===== src/rtl/ks_adder_top.sv =====
// ks_adder_top
//   Registered Kogge-Stone parallel-prefix adder with carry-in. Operands are
//   captured in input registers. The sum is computed through a log2-depth
//   prefix carry tree and registered, so every timing path is register to register.
//
// Ports
//   clk  : rising-edge clock for all registers
//   rst  : asynchronous active-high reset, clears every register
//   A, B : DATA_WIDTH-bit unsigned operands
//   Cin  : carry-in
//   S    : OUTPUT_WIDTH-bit registered sum, S[DATA_WIDTH] is the carry-out
//
// Latency is two rising edges from an input change to S. Throughput is one
// operand set per cycle.
module ks_adder_top #(
  parameter int DATA_WIDTH   = 14,
  parameter int OUTPUT_WIDTH = 15
) (
  input  logic                    clk,
  input  logic                    rst,
  input  logic [DATA_WIDTH-1:0]   A,
  input  logic [DATA_WIDTH-1:0]   B,
  input  logic                    Cin,
  output logic [OUTPUT_WIDTH-1:0] S
);

  localparam int NUM_STAGES = $clog2(DATA_WIDTH);

  if (OUTPUT_WIDTH != DATA_WIDTH + 1) begin : g_width_check
    $error("ks_adder_top: OUTPUT_WIDTH must equal DATA_WIDTH+1");
  end

  if (DATA_WIDTH < 2) begin : g_min_width_check
    $error("ks_adder_top: DATA_WIDTH must be at least 2");
  end

  logic [DATA_WIDTH-1:0] a_r;
  logic [DATA_WIDTH-1:0] b_r;
  logic                  cin_r;

  logic [DATA_WIDTH-1:0] g_pre_s;
  logic [DATA_WIDTH-1:0] p_pre_s;
  logic [DATA_WIDTH-1:0] g_lvl0_s;
  logic [DATA_WIDTH-1:0] p_lvl0_s;
  logic [DATA_WIDTH-1:0] g_final_s;
  logic [DATA_WIDTH-1:0] unused_p_final_s;
  logic [DATA_WIDTH-1:0] carry_s;
  logic [DATA_WIDTH:0]   sum_s;

  // Input operand registers
  always_ff @(posedge clk or posedge rst) begin
    if (rst) begin
      a_r   <= {DATA_WIDTH{1'b0}};
      b_r   <= {DATA_WIDTH{1'b0}};
      cin_r <= 1'b0;
    end else begin
      a_r   <= A;
      b_r   <= B;
      cin_r <= Cin;
    end
  end

  assign g_pre_s = a_r & b_r;
  assign p_pre_s = a_r ^ b_r;

  // Cin acts as a generate at position -1. Bit 0 therefore already spans
  // down to -1. Its group propagate is zero because position -1 never
  // propagates. Every later cell that inherits this span becomes a gray cell.
  assign g_lvl0_s = {g_pre_s[DATA_WIDTH-1:1], g_pre_s[0] | (p_pre_s[0] & cin_r)};
  assign p_lvl0_s = {p_pre_s[DATA_WIDTH-1:1], 1'b0};

  for (genvar k = 0; k < NUM_STAGES; k++) begin : g_stage
    localparam int DIST = 2 ** k;

    logic [DATA_WIDTH-1:0] g_in_s;
    logic [DATA_WIDTH-1:0] p_in_s;
    logic [DATA_WIDTH-1:0] g_out_s;
    logic [DATA_WIDTH-1:0] p_out_s;

    if (k == 0) begin : g_first
      assign g_in_s = g_lvl0_s;
      assign p_in_s = p_lvl0_s;
    end else begin : g_next
      assign g_in_s = g_stage[k-1].g_out_s;
      assign p_in_s = g_stage[k-1].p_out_s;
    end

    for (genvar i = 0; i < DATA_WIDTH; i++) begin : g_cell
      if (i >= 2 * DIST) begin : g_black
        assign g_out_s[i] = g_in_s[i] | (p_in_s[i] & g_in_s[i-DIST]);
        assign p_out_s[i] = p_in_s[i] & p_in_s[i-DIST];
      end else if (i >= DIST) begin : g_gray
        // The combined span now reaches position -1, so only generate matters.
        assign g_out_s[i] = g_in_s[i] | (p_in_s[i] & g_in_s[i-DIST]);
        assign p_out_s[i] = 1'b0;
      end else begin : g_buffer
        assign g_out_s[i] = g_in_s[i];
        assign p_out_s[i] = p_in_s[i];
      end
    end
  end

  assign g_final_s        = g_stage[NUM_STAGES-1].g_out_s;
  assign unused_p_final_s = g_stage[NUM_STAGES-1].p_out_s;

  // c_0 = Cin and c_{i+1} = G[i:-1]. The top group generate is the carry-out.
  if (DATA_WIDTH > 1) begin : g_carry
    assign carry_s = {g_final_s[DATA_WIDTH-2:0], cin_r};
  end else begin : g_carry_single
    assign carry_s = cin_r;
  end

  assign sum_s = {g_final_s[DATA_WIDTH-1], p_pre_s ^ carry_s};

  // Registered sum output
  always_ff @(posedge clk or posedge rst) begin
    if (rst) begin
      S <= {OUTPUT_WIDTH{1'b0}};
    end else begin
      S <= sum_s;
    end
  end

endmodule


===== config.mk =====
export PLATFORM = sky130hd
export DESIGN_NAME = ks_adder_top
export DESIGN_NICKNAME = d
export VERILOG_FILES = /design/src/rtl/ks_adder_top.sv
export SDC_FILE = /design/constraint.sdc
export NUM_CORES = 1
export LEC_CHECK = 0
export ABC_CLOCK_PERIOD_IN_PS = 3540
export CORE_ASPECT_RATIO = 0.7
export CORE_MARGIN = 2
export CORE_UTILIZATION = 52
export CTS_CLUSTER_SIZE = 28
export DETAILED_ROUTE_END_ITERATION = 16
export GPL_ROUTABILITY_DRIVEN = 0
export PLACE_DENSITY = 0.86
export SYNTH_ARGS = -nofsm -noshare
export SYNTH_HDL_FRONTEND = slang
export SYNTH_SLANG_ARGS = --single-unit

===== constraint.sdc =====
create_clock -name clk -period 3.54 [get_ports clk]
set_input_delay 0.708 -clock clk [delete_from_list [all_inputs] [get_ports clk]]
set_output_delay 0.708 -clock clk [all_outputs]
set_load 0.02 [all_outputs]

After elaboration in Yosys (flattened, before gate mapping)
Index checks and enable logic that the tools add are counted.
{ "totals": {"output_inout_bits": 15, "reg_bits": 44, "word_cells": 119, "input_bits": 31} }
{ "classes": {"bitwise_logic": 115} }
{ "ops": {"columns": ["operator", "count"], "rows": [
  ["$and 1x1->1", 70],
  ["$or 1x1->1", 42],
  ["$xor 14x14->14", 2],
  ["$and 14x14->14", 1]
]} }

Depth between registers and ports, before layout
Gate-level depths: netlist (run 1).
{ "depth": {"ltp_word": 10, "ltp_mapped": 7, "mapped_depth_nobuf": 7} }

Worst setup path before layout (run 1)
No wires, ideal clock.
{ "synth_timing": {"path_type": "register -> register", "startpoint": "register a_r[0]", "endpoint": "register S[12]", "n_path_buf": 0, "path_slack_ps": 1177, "path_stages_with_launch": 8, "setup_ps": 132, "required_ps": 3408, "period_less_slack_ps": 2363, "t_arrival_ps": 2232, "path_cell_list": "dfrtp_1 > fa_1 > fa_1 > a211oi_2 > o21ai_1 > a2111oi_2 > nor3_1 > xor2_1"} }
{ "synth_via": {"elab_chain_len": 10, "word_cells_on_any_way": 11, "classes_between": "11 x bitwise"} }
{ "synth_rtl": {"columns": ["element", "line_no", "rtl"], "rows": [
  ["start: declaration", "37", "logic [DATA_WIDTH-1:0] a_r;"],
  ["start signal: assignment", "53", "a_r <= {DATA_WIDTH{1'b0}};"],
  ["$xor 14x14->14", "64", "assign p_pre_s = a_r ^ b_r;"],
  ["$and 1x1->1", "69", "assign g_lvl0_s = {g_pre_s[DATA_WIDTH-1:1], g_pre_s[0] | (p_pre_s[0] & cin_r)};"],
  ["$or 1x1->1 (*)", "69", null],
  ["$and 1x1->1 (*)", "94", "assign g_out_s[i] = g_in_s[i] | (p_in_s[i] & g_in_s[i-DIST]);"],
  ["$or 1x1->1 (*)", "94", null],
  ["$and 1x1->1 (*)", "94", null],
  ["$or 1x1->1 (*)", "94", null],
  ["$and 1x1->1 (*)", "94", null],
  ["$or 1x1->1 (*)", "94", null],
  ["$xor 14x14->14 (*)", "113", "assign sum_s = {g_final_s[DATA_WIDTH-1], p_pre_s ^ carry_s};"],
  ["via sum_s[12]", "48", "logic [DATA_WIDTH:0] sum_s;"],
  ["end signal: assignment", "118", "S <= {OUTPUT_WIDTH{1'b0}};"],
  ["end signal: assignment", "120", "S <= sum_s;"],
  ["end: declaration", "24", "output logic [OUTPUT_WIDTH-1:0] S"]
]} }
The timed path passes the listed nets; every way through them passes the cells marked *.

Worst setup path in the final report (run 1)
Same ends and word-level chain as after synthesis.

==> qor.csv, run 1 <==
metric;value;unit
H-tree depth;2;
CP endpoint kind;flop;
initial DRC count;82;
Max Fclk;388;MHz
IO buf count;45;
die extent in x;75.5;um
CTS clock-pin slew for the worst setup and hold paths;0.07;ns
final WL;3460;um
synth unique cells;37;
drt first pass iters;4;
Tightest Hold Check Type;flop to flop;
antenna cells;0;
maxcap violations;0;
status;complete, no violations;
Final TNS setup;0;ns
antenna viol nets, final;0;
Clock Sinks;44;
initial antenna violation count;0;
post-CTS setup buffers;0;
sequential-to-total area share from yosys stat;59.2;%
CP Data Arrival Time;2.74;ns
Syn Std Cell Area;1860;um2
Pleak;1.07;nW
Tmin final;2.58;ns
fin. max-slew vios;0;
Syn Inst Count;147;
Startpoint Class;flop;
Total GRT Usage;20.3;%
post-CTS sizing;0;
hpwl dp;2660;um
RSZ-0062 raised after global routing;false;
core area;3470;um2
Slew @ Worst Pin;0.999;ns
Max Root-Sink Buffers;2;
Initial Util;53.6;%
layout cells sized above 1;8.59;%
power per cell area;481;nW/um2
CTS tree;yes;
Num CTS Buffers;5;
worst r2r src;a_r[0];
hold_sp;cin_r;
Yosys reg bits;44;
Routed wire per std cell;14.0;um
Final Hold Viols;0;
Residual DRC;0;
drt via density;5.34;
Clock Skews;0.00405;ns
Max-slew headroom;33.3;%
VDD IR max;0.356;mV
CP Max Fanout;3;
Cell Rows;18;
Pwr Total;0.00119;W
vias in the first global route;1303;
cts hold-fix bufs;0;
Final nets;244;
DIE HEIGHT;54.0;um
Die ar.;4080;um2
clk root buf;clkbuf_8;
# setup viols final;0;
fin crit share;72.8;%
Avg Inst Size Synth;12.7;um2
Mapped Nets;193;
critical path class;flop to flop;
grt total ovfl;0;
Skew-Pair Late Insertion Delay;0.28;ns
I/O pin count;46;
Worst Setup SP;a_r[0];
placed inst area;2370;um2
Area Overhead vs Synth;32.6;%
Critical Path RT;3.70;ns
synth warn;0;
pin count of the biggest net entering global routing;29;
first-pass GRT wire length;5880;um
via count;1325;
Final Instance Area;2470;um2
==> per-layer routing <==
metal  vias to the layer above  wire length (um)  GRT usage [%]
met5                         -                 0              0
met4                         0                49           8.77
met3                         8               284           6.55
met2                        75              1680           32.9
met1                       618              1450           25.2
li1                        624                 -              -
==> kinds of logic (layout without fill, tap and decap cells) <==
logic type / count (synthesis) / count (layout) / synth area share (%)
flops: 44 / 44 / 59.2
compound gates: 38 / 38 / 14.8
simple gates: 36 / 36 / 9.68
fa+ha+maj: 15 / 15 / 10.9
xor+xnor: 8 / 8 / 3.77
buf+inv: 5 / 56 / 1.14
mux: 1 / 1 / 0.538
==> Yosys cell counts (all sizes together) <==
cell	count	area, um2
nand2b	1	6.26
inv	3	11.3
o21ai	11	58.8
or2	1	6.26
o2111ai	1	15.0
and2	1	8.76
nand2	7	26.3
and3	1	11.3
o21a	1	7.51
a21o	6	45.0
a221oi	1	8.76
buf	2	10.0
a311oi	1	8.76
nand4	1	6.26
dfrtp	44	1100
a211oi	3	32.5
nor3	6	35.0
a31oi	1	6.26
xnor2	4	35.0
ha	13	163
fa	2	40.0
a21oi	9	48.8
nor2b	2	12.5
nor2	12	45.0
mux2i	1	10.0
or4	1	7.51
a2111oi	1	15.0
xor2	4	35.0
o311a	1	10.0
o41a	1	11.3
o21bai	1	7.51
nand3	3	15.0
==> where the power goes <==
part           leakage, nW  internal [W]  switching [W]
combinational        0.510      0.000148       0.000154
clock               0.0503      0.000173       0.000144
sequential           0.513      0.000553      0.0000153
total                 1.07      0.000874       0.000314
==> area by class of cell <==
cell class / instances / area (um2)
flip-flops and latches: 44 / 1100
multi-input cells: 98 / 738
fillers: 251 / 1000
clock buffers: 7 / 96.3
well taps: 50 / 62.6
repair buffers: 46 / 458
inverters: 3 / 11.3
==> critical path: stages (launching register included) <==
cell	delay (ns)
dfrtp_1	0.39
fa_1	0.49
fa_1	0.45
a211oi_2	0.32
o21ai_1	0.16
a2111oi_2	0.38
nor3_1	0.12
xor2_1	0.15
==> cells in the final DEF, fill, tap and decap left out, types with 2 or more instances in the layout <==
| cell type | Yosys | layout |
|---|---|---|
| ha_1 | 13 | 13 |
| inv_1 | 3 | 3 |
| nor2_1 | 12 | 12 |
| a21o_1 | 6 | 6 |
| fa_1 | 2 | 2 |
| a211oi_2 | 2 | 2 |
| o21ai_0 | 4 | 4 |
| nand2_1 | 7 | 7 |
| clkdlybuf4s50_1 | 0 | 45 |
| nor2b_1 | 2 | 2 |
| a21oi_1 | 8 | 8 |
| xnor2_1 | 4 | 4 |
| nor3_1 | 5 | 5 |
| o21ai_1 | 6 | 6 |
| dfrtp_1 | 44 | 44 |
| clkbuf_8 | 0 | 7 |
| xor2_1 | 4 | 4 |
| nand3_1 | 3 | 3 |
==> through the flow <==
step | instances | util, % | hold WS, ns | setup slack (ns)
after floorplan | 147 | - | 0.496 | 1.18
after global placement | 241 | 68.4 | 0.502 | 1.09
after detailed placement | 241 | 68.4 | 0.539 | 0.983
after CTS | 248 | 71.1 | 0.557 | 0.972
after global routing | 248 | 71.1 | 0.573 | 0.843
final | 248 | 71.1 | 0.538 | 0.962
==> final timing paths <==
path                               end  cells after the start  slack (ns)
worst max-delay path             S[12]                      7        0.96
worst min-delay path              S[0]                      1        0.54
worst max register to register   S[12]                      7        0.96
worst min register to register    S[0]                      1        0.54
max in group asynchronous       b_r[9]                      3        1.80
min in group asynchronous         S[0]                      2        0.96
==> registers in the layout, summed over array words and instances, names as in the netlist <==
register  cells
S            15
b_r          14
a_r          14
cin_r         1
Power figures use the tool's default switching activity.
==> inputs of run 2 (changes only) <==
ABC_CLOCK_PERIOD_IN_PS = 2100   (was 3540)
CORE_UTILIZATION = 44   (was 52)
PLACE_DENSITY = 0.77   (was 0.86)
clock period = 2.1 ns   (was 3.54 ns; I/O delays follow)
==> qor.csv, run 2 (synthesis gave the netlist of run 1 again) <==
metric;value;unit
Biggest register;S;
Max Fclk;435;MHz
failing checks;setup timing;
final WL;4090;um
internal power;0.00149;W
initial antenna violation count;0;
Switching Fraction;28.1;%
cts hold-fix bufs;0;
CP Data Arrival Time;2.47;ns
VDD IR max;0.510;mV
wire length on met3;252;um
Combinational Power Share;28.3;%
Cell Rows;19;
Die ar.;4770;um2
Clock Skews;0.00226;ns
uppermost layer routed;met4;
H-tree depth;2;
hpwl dp;2800;um
maxcap violations;0;
status;finished with violations;
Critical Path RT;2.27;ns
power per cell area;785;nW/um2
Max-slew headroom;63.4;%
I/O pin count;46;
WHS;0.420;ns
Routed wire per std cell;15.5;um
CP endpoint kind;flop;
net switching power;0.000583;W
Residual DRC;0;
Multi-input gate area;817;um2
top flop regs;S: 15 flops, a_r: 14 flops, b_r: 14 flops;
Critical Path Most Common Cell;fa_2;
antenna cells;0;
fin. max-slew vios;0;
CTS tree;yes;
layout cells sized above 1;19.3;%
critical path class;flop to flop;
commonest non-fill, non-tap cell in the layout;clkdlybuf4s50_1;
Clk pwr share;25.5;%
CP Max Fanout;2;
Clock Sinks;44;
pin count of the biggest net entering global routing;19;
Reg power frac;46.2;%
Slowest cell on crit path;dfrtp_1;
antenna viol nets, final;0;
Final Instance Area;2640;um2
Total GRT Usage;18.2;%
vias in the first global route;1396;
Initial Util;46.6;%
Max Root-Sink Buffers;2;
Pleak;1.15;nW
commonest non-fill, non-tap cells in the layout;clkdlybuf4s50_1 (45), dfrtp_1 (44), ha_1 (13), buf_4 (13), nor2_1 (11);
first-pass GRT wire length;6380;um
CTS clock-pin slew for the worst setup and hold paths;0.07;ns
Num CTS Buffers;5;
Tmin final;2.30;ns
Skew-Pair Late Insertion Delay;0.29;ns
IO buf count;45;
register area;1100;um2
Area Overhead vs Synth;42.1;%
placed inst area;2410;um2
post-route setup slack;-0.198;ns
crit path cell chain;fa_2 -> fa_2 -> a211oi_2 -> nor2_1 -> o21a_1 -> o41a_1 -> xor2_1;
Final nets;257;
DIE HEIGHT;58.4;um
Slew @ Worst Pin;0.546;ns
grt total ovfl;0;
clk root buf;clkbuf_8;
RSZ-0062 raised after global routing;true;
Largest register FFs;15;
initial DRC count;94;
fin crit share;109;%
# setup viols final;7;
Tightest Hold Check Type;input pin to async pin;
slowest cell delay on critical path;0.40;ns
drt via density;5.24;
Startpoint Class;flop;
via count;1384;
fill cell count;286;
M1 WL;1690;um
DR WL met2;2060;um
Final Hold Viols;0;
die extent in x;81.7;um
core area;3990;um2
drt first pass iters;6;
[run 2: cell types whose count changed in the layout (fill, tap and decap cells not counted), sizes merged]
cell / before / now
buf: 1 / 14
clkbuf: 7 / 8
clkinv: 0 / 1
inv: 3 / 2
[run 2: path summary, 6_finish.rpt]
kind                          from  endpoint  slack [ns]  cells past startpoint
min in group clk              B[6]    b_r[6]        0.56                      1
max in group asynchronous      rst   b_r[11]        1.10                      3
min reg2reg                a_r[13]     S[14]        0.59                      2
max reg2reg                 a_r[0]      S[8]       -0.20                      7
max                         a_r[0]      S[8]       -0.20                      7
min                            rst      S[0]        0.42                      2
[run 2: final cells by class]
| class | instances | area share, % |
|---|---|---|
| clock buffer | 8 | 3.41 |
| inverter | 3 | 0.426 |
| multi-input combinational | 98 | 30.9 |
| sequential | 44 | 41.6 |
| tap | 52 | 2.46 |
| timing repair buffer | 59 | 21.2 |
[run 2: per-stage QoR]
| stage | total power, W | worst slack [ns] | util, % | setup TNS, ns | std cells |
|---|---|---|---|---|---|
| finish | 0.00208 | -0.198 | 66.2 | -0.512 | 264 |
| global route | 0.00218 | -0.282 | 66.2 | -1.27 | 264 |
| CTS | 0.00203 | -0.210 | 63.9 | -0.773 | 261 |
| detailed placement | 0.00149 | -0.202 | 60.3 | -0.503 | 247 |
| global placement | 0.00148 | -0.155 | 60.3 | -0.351 | 247 |
| floorplan | 0.00126 | -0.108 | - | -0.202 | 147 |
[run 2: routing by layer]
layer  vias to the layer above  GRT usage (%)
met5                         -              0
met4                         0           7.86
met3                        12           5.06
met2                        56           29.0
met1                       668           23.5
li1                        648              -
[run 2: timing repair]
| item | 4_1_cts | 5_1_grt |
|---|---|---|
| pin swaps | 13 | 11 |
| resized for setup | 2 | 12 |
| endpoints found under the setup margin | 6 | 10 |
| buffers inserted | 6 | 4 |
[run 2: worst max-delay path, delay by kind of cell, from the launching register on]
family,cells,cell delay (ns)
xor gates and xnor gates,1,0.15
and+or+nand+nor,1,0.09
DFF,1,0.40
AOI/OAI and AO/OA,3,0.78
adders and majority gates,2,0.75
[run 2: power by group through the flow]
stage          combinational [W]  clock (W)  sequential [W]
2_1_floorplan           0.000212          0         0.00105
3_3_place_gp            0.000506          0        0.000972
3_5_place_dp            0.000518          0        0.000977
4_1_cts                 0.000538   0.000536        0.000960
5_1_grt                 0.000630   0.000581        0.000966
6_report                0.000587   0.000530        0.000959
==> inputs of run 3 (changes only) <==
==> constraint.sdc (replaced) <==
create_clock -name clk -period 2.1 [get_ports clk]
set_input_delay 0.63 -clock clk [delete_from_list [all_inputs] [get_ports clk]]
set_output_delay 0.63 -clock clk [all_outputs]
set_load 0.02 [all_outputs]
==> qor.csv, run 3 (synthesis gave the netlist of run 1 again) <==
metric;value;unit
status;finished with violations;
failing checks;setup timing;
layout cells sized above 1;11.8;%
Critical Path RT;2.27;ns
Tmin final;2.26;ns
hpwl dp;2660;um
clk root buf;clkbuf_8;
die extent in x;81.7;um
Final nets;249;
drt first pass iters;4;
fin. max-slew vios;0;
antenna viol nets, final;0;
antenna cells;0;
fin crit share;108;%
maxcap violations;0;
Pwr Total;0.00200;W
post-route setup slack;-0.158;ns
Reg power frac;47.8;%
CTS clock-pin slew for the worst setup and hold paths;0.07;ns
Area Overhead vs Synth;35.6;%
Pleak;1.09;nW
H-tree depth;2;
GRT met1 Usage;23.2;%
commonest non-fill, non-tap cell in the layout;clkdlybuf4s50_1;
grt total ovfl;0;
I/O pin count;46;
DIE HEIGHT;58.4;um
hold path cells;1;
# setup viols final;2;
CP endpoint kind;flop;
CP Max Fanout;2;
pin count of the biggest net entering global routing;45;
via count;1318;
Clock Sinks;44;
Cell Rows;19;
Startpoint Class;flop;
internal power;0.00146;W
top flop regs;S: 15 flops, a_r: 14 flops, b_r: 14 flops;
Combinational Power Share;26.3;%
critical path class;flop to flop;
Clk pwr share;25.9;%
Die ar.;4770;um2
initial antenna violation count;0;
Initial Util;46.6;%
first-pass GRT wire length;6000;um
Final Hold Viols;0;
Max Fclk;443;MHz
IO buf count;45;
CP Data Arrival Time;2.43;ns
Tightest Hold Check Type;flop to flop;
global route hottest layer;met2;
initial DRC count;99;
commonest non-fill, non-tap cells in the layout;clkdlybuf4s50_1 (45), dfrtp_1 (44), ha_1 (13);
Final TNS setup;-0.315;ns
CTS tree;yes;
Residual DRC;0;
VDD IR max;0.397;mV
core area;3990;um2
GR Util met2;25.9;%
vias in the first global route;1319;
Switching Fraction;26.9;%
Slew @ Worst Pin;0.320;ns
met3 Usage GRT;4.60;%
cts hold-fix bufs;0;
final WL;3450;um
Clock Skews;0.00497;ns
RSZ-0062 raised after global routing;true;
Max-slew headroom;78.7;%
drt via density;5.15;
Largest register FFs;15;
Skew-Pair Late Insertion Delay;0.29;ns
Total GRT Usage;17.1;%
worst r2r path cells;7;
Routed wire per std cell;13.5;um
Max Root-Sink Buffers;2;
Post-Place Setup Slack;-0.212;ns
net switching power;0.000539;W
Biggest register;S;
power per cell area;794;nW/um2
Num CTS Buffers;5;
## run 3: cell types whose count changed in the layout (fill, tap and decap cells not counted), moves of 2 or more
cell,previous run,this run
buf_4,13,5
nor3_1,3,5
nor3_2,3,1
o21ai_1,4,6
## run 3: worst max-delay path, cell delays in order, from the launching register on
cell and delay [ns]:
dfrtp_1 0.39, fa_2 0.40, fa_2 0.36, a211oi_2 0.24
o21ai_1 0.15, a2111oi_2 0.35, nor3_1 0.10, xor2_1 0.15
## run 3: what timing repair did
action	CTS	global route
setup endpoints to repair	4	8
buffers inserted	1	1
resized for setup	0	1
hold endpoints to repair	0	0
pin swaps	4	4
cloned	0	0
## run 3: metal layers
layer	part of all wire [%]	up-vias
li1	-	635
met1	44	640
met2	48	38
met3	6.2	5
met4	1.8	0
met5	0	-
## run 3: power groups by stage
stage	registers, W	logic [W]	clock network [W]
detailed placement	0.000976	0.000519	0
global placement	0.000972	0.000507	0
finish	0.000958	0.000527	0.000518
floorplan	0.00105	0.000212	0
CTS	0.000960	0.000522	0.000541
global route	0.000967	0.000573	0.000572
## run 3: per-stage QoR
stage | area (um2) | hold slack, ns | cells | utilization, %
after floorplan | 1870 | 0.535 | 147 | -
after global placement | 2410 | 0.546 | 246 | 60.4
after detailed placement | 2410 | 0.548 | 246 | 60.4
after CTS | 2510 | 0.582 | 255 | 62.9
after global routing | 2520 | 0.613 | 256 | 63.2
final | 2520 | 0.575 | 256 | 63.2
## run 3: path summary, 6_finish.rpt
| kind | slack, ns | start | to |
|---|---|---|---|
| worst max-delay path | -0.16 | a_r[0] | S[12] |
| worst min-delay path | 0.57 | cin_r | S[0] |
| worst max register to register | -0.16 | a_r[0] | S[12] |
| worst min register to register | 0.57 | cin_r | S[0] |
| max in group asynchronous | 1.22 | rst | a_r[5] |
| min in group asynchronous | 0.68 | rst | b_r[13] |
## run 3: area by class of cell
type	instances	area (um2)
Tap cell	52	65.1
Inverter	3	11.3
Sequential cell	44	1100
Fill cell	316	1470
Timing Repair Buffer	51	508
Clock buffer	8	90.1
Multi-Input combinational cell	98	747
==> RTL edit 1, RTL diff (config.mk and constraints of run 1) <==
Remove the register `S`: a continuous assignment takes its place, so the output `S` follows one clock earlier. Comments in the files are not updated.
--- a/src/rtl/ks_adder_top.sv
+++ b/src/rtl/ks_adder_top.sv
@@ -113,13 +113,7 @@
   assign sum_s = {g_final_s[DATA_WIDTH-1], p_pre_s ^ carry_s};
 
   // Registered sum output
-  always_ff @(posedge clk or posedge rst) begin
-    if (rst) begin
-      S <= {OUTPUT_WIDTH{1'b0}};
-    end else begin
-      S <= sum_s;
-    end
-  end
+  assign S = sum_s;
 
 endmodule
 
Function: changed (a bounded check fails within 4 cycles, from zero or initial values and one cycle with rst high).
==> RTL edit 1 against run 1 <==
Routed wire length grew 0.75%. Sequential share of layout area shrank 9.9 points. Total power shrank 21%. Cell area shrank 15%. Combinational power shrank 2%. Via count shrank 6.0%. Worst setup slack lost 860 ps. Area after synthesis shrank 20%. Sequential cell count shrank 15. Critical path type is now reg -> out. Largest power group unchanged. Highest routed layer unchanged.
==> RTL edit 1: results (changes against run 1) <==
Worst hold path:
- The type of the worst min-delay path is in -> reg (was reg -> reg).

Finish:
- The multi-input gate share of total cell area came to 35.79% (was 29.92%).
- The fraction of area in clock buffers and inverters came to 4.616% (was 3.905%).
- The number of signal-net inverters in the final layout is 3 (unchanged).
- The filler cell count in the final layout came to 170 (was 251).
- The sequential cell count is 29 (was 44).
- The total of clock buffers placed in the layout is 6 (was 7).
- Regs by FF count: a_r x14, b_r x14, cin_r x1 (was S x15, a_r x14, b_r x14).
- The fraction of layout cells with a size suffix above 1 is 13.44% (was 8.586%).
- The layout multi-input combinational cell count was 98 (unchanged).
- The total of plain and repair buffers excluding clock buffers was 48 (was 46).
- The fraction of area in registers came to 34.77% (was 44.62%).
- The net count of the finished layout is 231 (was 244).
- The data-path buffer share of cell area in the final layout was 22.12% (was 18.56%).
- The area of combinational cells with multiple inputs is 747.0 um^2 (was 738.2 um^2).

Logic synthesis:
- The number of nets produced by synthesis came to 178 (was 193).
- The synthesized netlist cell count is 132 (was 147).
- The post-synthesis compound-gate area fraction came to 18.53% (was 14.79%).
- The post-synthesis share of cell area spent on xor and xnor gates is 4.718% (was 3.766%).
- The mux contribution to synthesized area is 0.6740% (was 0.5380%).
- The count of synthesis-stage warnings from yosys was 0 (unchanged).
- Largest cells by area after synthesis: dfrtp_1 49%, ha_1 11%, a21o_1 3.0% (was dfrtp_1 59%, ha_1 8.7%, a21o_1 2.4%).
- The share of synthesized area occupied by flip-flops and latches came to 48.86% (was 59.18%).

STA:
- The final critical-path required period is 3442 ps (was 2578 ps).
- The worst max-slew margin expressed relative to the limit is 28.59% (was 33.30%).
- The final sum of negative setup slack came to 0 ps (unchanged).

Detailed routing:
- The number of vias after detailed routing is 1246 (was 1325).
- The detailed-route vias per instance came to 5.613 (was 5.343).
- The mean routed wirelength per cell is 15.72 um (was 13.97 um).
- The DRC marker count from the first detailed-route iteration is 86 (was 82).

Critical path:
- The end point of the critical path is S[7] (was S[12]).
- The cell type of the slowest stage on the worst timing path is clkdlybuf4s50_1 (was fa_1).
- The dominant delay contributor by cell family on the critical path was compound AO/OA/AOI/OAI gates (was adder cells).
- The worst endpoint data arrival time is 2730 ps (was 2740 ps).
- The largest incremental delay on the critical path was 540 ps (was 490 ps).

Status:
- Status: completed (unchanged).

Global route:
- The pin count of the biggest net entering global routing is 30 (was 29).
- The all-layer global routing usage is 23.58% (was 20.28%).
- The initial antenna violation count is 0 (unchanged).
- The number of global-route vias before repair was 1138 (was 1303).
- The global-route wire length before repair is 5.554 mm (was 5.878 mm).

Placed design:
- The detailed-placement wirelength estimate is 2.634 mm (was 2.660 mm).
- The total placed cells including tap cells is 214 (was 241).
- The pre-CTS worst setup slack is -177.5 ps (was 982.9 ps).
- The post-placement cell area is 1993 um^2 (was 2371 um^2).

Power:
- The standby leakage power came to 0.0009255 uW (was 0.001073 uW).
- The maximum vdd ir drop was 361.7 uV (was 356.4 uV).

Clock tree:
- The H-tree depth is 2 (unchanged).
- The quantity of gates resized following cts is 16 (was 0).
## RTL edit 1: per-layer routing
| layer | routed length [um] | up-vias | track usage, % |
|---|---|---|---|
| li1 | - | 588 | - |
| met1 | 1594 | 594 | 33.44 |
| met2 | 1621 | 53 | 34.64 |
| met3 | 189 | 11 | 6.279 |
| met4 | 84 | 0 | 9.000 |
| met5 | 0 | - | 0 |
## RTL edit 1: power breakdown
part / total [uW] / switching (uW) / internal (uW)
logic: 296 / 156 / 140
clock network: 288 / 131 / 157
registers: 355 / 6.99 / 348
total: 939 / 294 / 645
## RTL edit 1: how the worst min path moves through the flow
stage | end | slack [ps] | startpoint | cells past startpoint
final | b_r[9] | 860 | B[9] | 1
after global placement | b_r[7] | 1150 | B[7] | 1
after global routing | b_r[9] | 850 | B[9] | 1
after floorplan | a_r[0] | 740 | A[0] | 0
after CTS | b_r[7] | 850 | B[7] | 1
after detailed placement | a_r[5] | 1160 | A[5] | 1
==> RTL edit 2, RTL diff (flow settings as in run 1) <==
Without the edit above. Add an input register stage for `A`, `B` and `Cin`, cleared by the reset; this delays them by one clock.
--- a/src/rtl/ks_adder_top.sv
+++ b/src/rtl/ks_adder_top.sv
@@ -25,6 +25,22 @@
 );
 
   localparam int NUM_STAGES = $clog2(DATA_WIDTH);
+
+  logic [DATA_WIDTH-1:0] A_q;
+  logic [DATA_WIDTH-1:0] B_q;
+  logic Cin_q;
+
+  always_ff @(posedge clk or posedge rst) begin
+    if (rst) begin
+      A_q   <= '0;
+      B_q   <= '0;
+      Cin_q <= '0;
+    end else begin
+      A_q   <= A;
+      B_q   <= B;
+      Cin_q <= Cin;
+    end
+  end
 
   if (OUTPUT_WIDTH != DATA_WIDTH + 1) begin : g_width_check
     $error("ks_adder_top: OUTPUT_WIDTH must equal DATA_WIDTH+1");
@@ -54,9 +70,9 @@
       b_r   <= {DATA_WIDTH{1'b0}};
       cin_r <= 1'b0;
     end else begin
-      a_r   <= A;
-      b_r   <= B;
-      cin_r <= Cin;
+      a_r   <= A_q;
+      b_r   <= B_q;
+      cin_r <= Cin_q;
     end
   end
 
Formal check against the unedited RTL: not equivalent (a bounded check fails within 4 cycles, from zero or initial values and one cycle with rst high).
==> RTL edit 2 against run 1 <==
Maximum frequency increased by 2.0%. Area after synthesis increased by 39%. Worst setup slack improved by 50 ps. Clock skew about the same. Clock power increased by 110%. Die area increased by 36%. Sequential cell count increased by 29. Total power increased by 61%. Critical path depth unchanged. Routed wire length increased by 16%. First-iteration DRC count increased by 88%. Non-clock buffer count increased by 1. Cell area increased by 36%. Critical endpoint is now S[8].
==> RTL edit 2: results (changes against run 1) <==
Critical path:
- The end of the worst register-to-register path was S[8] (was S[12]).
- The worst endpoint data arrival time is 2740 ps (about the same).

Logic synthesis:
- Synth top cells by count: 73 x dfrtp_1, 13 x ha_1, 12 x nor2_1 (was 44 x dfrtp_1, 13 x ha_1, 12 x nor2_1).
- The number of different library cells in the post-synthesis netlist was 37 (unchanged).
- Largest cells by area after synthesis: dfrtp_1 71%, ha_1 6.3%, a21o_1 1.7% (was dfrtp_1 59%, ha_1 8.7%, a21o_1 2.4%).
- The mean area per synthesized cell came to 14.69 um^2 (was 12.66 um^2).
- The share of synthesized area occupied by flip-flops and latches is 70.63% (was 59.18%).

Worst hold path:
- The source of the worst hold timing path was B_q[2] (was cin_r).
- The end of the worst hold path is b_r[2] (was S[0]).
- The number of cells on the worst hold path is 0 (was 1).

Global route:
- The all-layer global routing usage is 16.23% (was 20.28%).
- The global-route wire length before repair is 6.520 mm (was 5.878 mm).
- The pin count of the biggest net entering global routing is 30 (was 29).
- The fraction of met3 tracks used by global routing came to 5.945% (was 6.554%).
- The met1 track demand over resource in global routing was 22.55% (was 25.18%).
- The number of global-route vias before repair came to 1417 (was 1303).

Placed design:
- The detailed-placement wirelength estimate is 3.013 mm (was 2.660 mm).
- The pre-CTS worst setup slack is 1039 ps (was 982.9 ps).
- The total placed cells including tap cells is 290 (was 241).
- The post-placement cell area is 3128 um^2 (was 2371 um^2).

Power:
- The fraction of power spent switching nets is 23.95% (was 26.40%).
- The standby leakage power is 0.001476 uW (was 0.001073 uW).

Detailed routing:
- The mean routed wirelength per cell is 13.10 um (was 13.97 um).
- The number of detailed-routing iterations run before antenna repair was 5 (was 4).
- The detailed-route vias per instance is 4.977 (was 5.343).

Finish:
- The fraction of layout cells with a size suffix above 1 was 11.81% (was 8.586%).
- The net count of the finished layout came to 278 (was 244).
- The filler cell count in the final layout is 328 (was 251).
- The final cell count without fillers is 306 (was 248).

STA:
- The transition time of the tightest slew-check pin came to 456.7 ps (was 999.4 ps).
- The clock tree skew after final layout is 4.323 ps (was 4.051 ps).
- The worst hold slack across all endpoints is 349.2 ps (was 538.2 ps).

Clock tree:
- The H-tree depth is 3 (was 2).
- The clock insertion delay at the later pin of the skew report came to 340 ps (was 280 ps).

Status:
- Status: completed (unchanged).
-- RTL edit 2: changes by cell type in the layout (fill, tap and decap cells not counted), sizes merged --
cell	before	now
dfrtp	44	73
clkbuf	7	13
buf	1	2
bufinv	0	1
clkinv	0	1
clkinvlp	0	1
-- RTL edit 2: power groups by stage --
stage	Sequential, uW	Combinational (uW)	Clock, uW
finish	920	309	681
global route	925	336	736
CTS	921	309	700
detailed placement	937	308	0
global placement	935	300	0
floorplan	978	130	0
-- RTL edit 2: layer usage --
| layer | share of wire [%] | wire length (um) | vias to the layer above |
|---|---|---|---|
| met2 | 46 | 1845 | 69 |
| met3 | 8.1 | 325 | 11 |
| li1 | - | - | 724 |
| met5 | 0 | 0 | - |
| met4 | 2.5 | 99 | 0 |
| met1 | 43 | 1739 | 719 |
-- RTL edit 2: area by class of cell --
type                            count  area (um^2)  area share [%]
Clock buffer                       13        178.9           5.336
Clock inverter                      3        46.29           1.381
Inverter                            3        11.26          0.3358
Multi-Input combinational cell     98        738.2           22.01
Sequential cell                    73         1827           54.48
Tap cell                           69        86.33           2.575
Timing Repair Buffer               47        465.4           13.88
-- RTL edit 2: logic make-up after synthesis --
family,after synthesis,share of synthesized area [%]
flip-flops,73,70.63
XOR/XNOR,8,2.709
adder cells (fa/ha/maj),15,7.838
multiplexers,1,0.3870
AO/OA/AOI/OAI,38,10.64
buffers and inverters,5,0.8224
AND/OR/NAND/NOR,36,6.967
-- RTL edit 2: worst max-delay path by stage --
stage,startpoint,to,slack [ps]
floorplan,rst,A_q[0],980
global placement,a_r[0],S[12],1100
detailed placement,a_r[0],S[12],1040
CTS,a_r[0],S[12],1030
global route,a_r[0],S[12],890
finish,a_r[0],S[8],1010
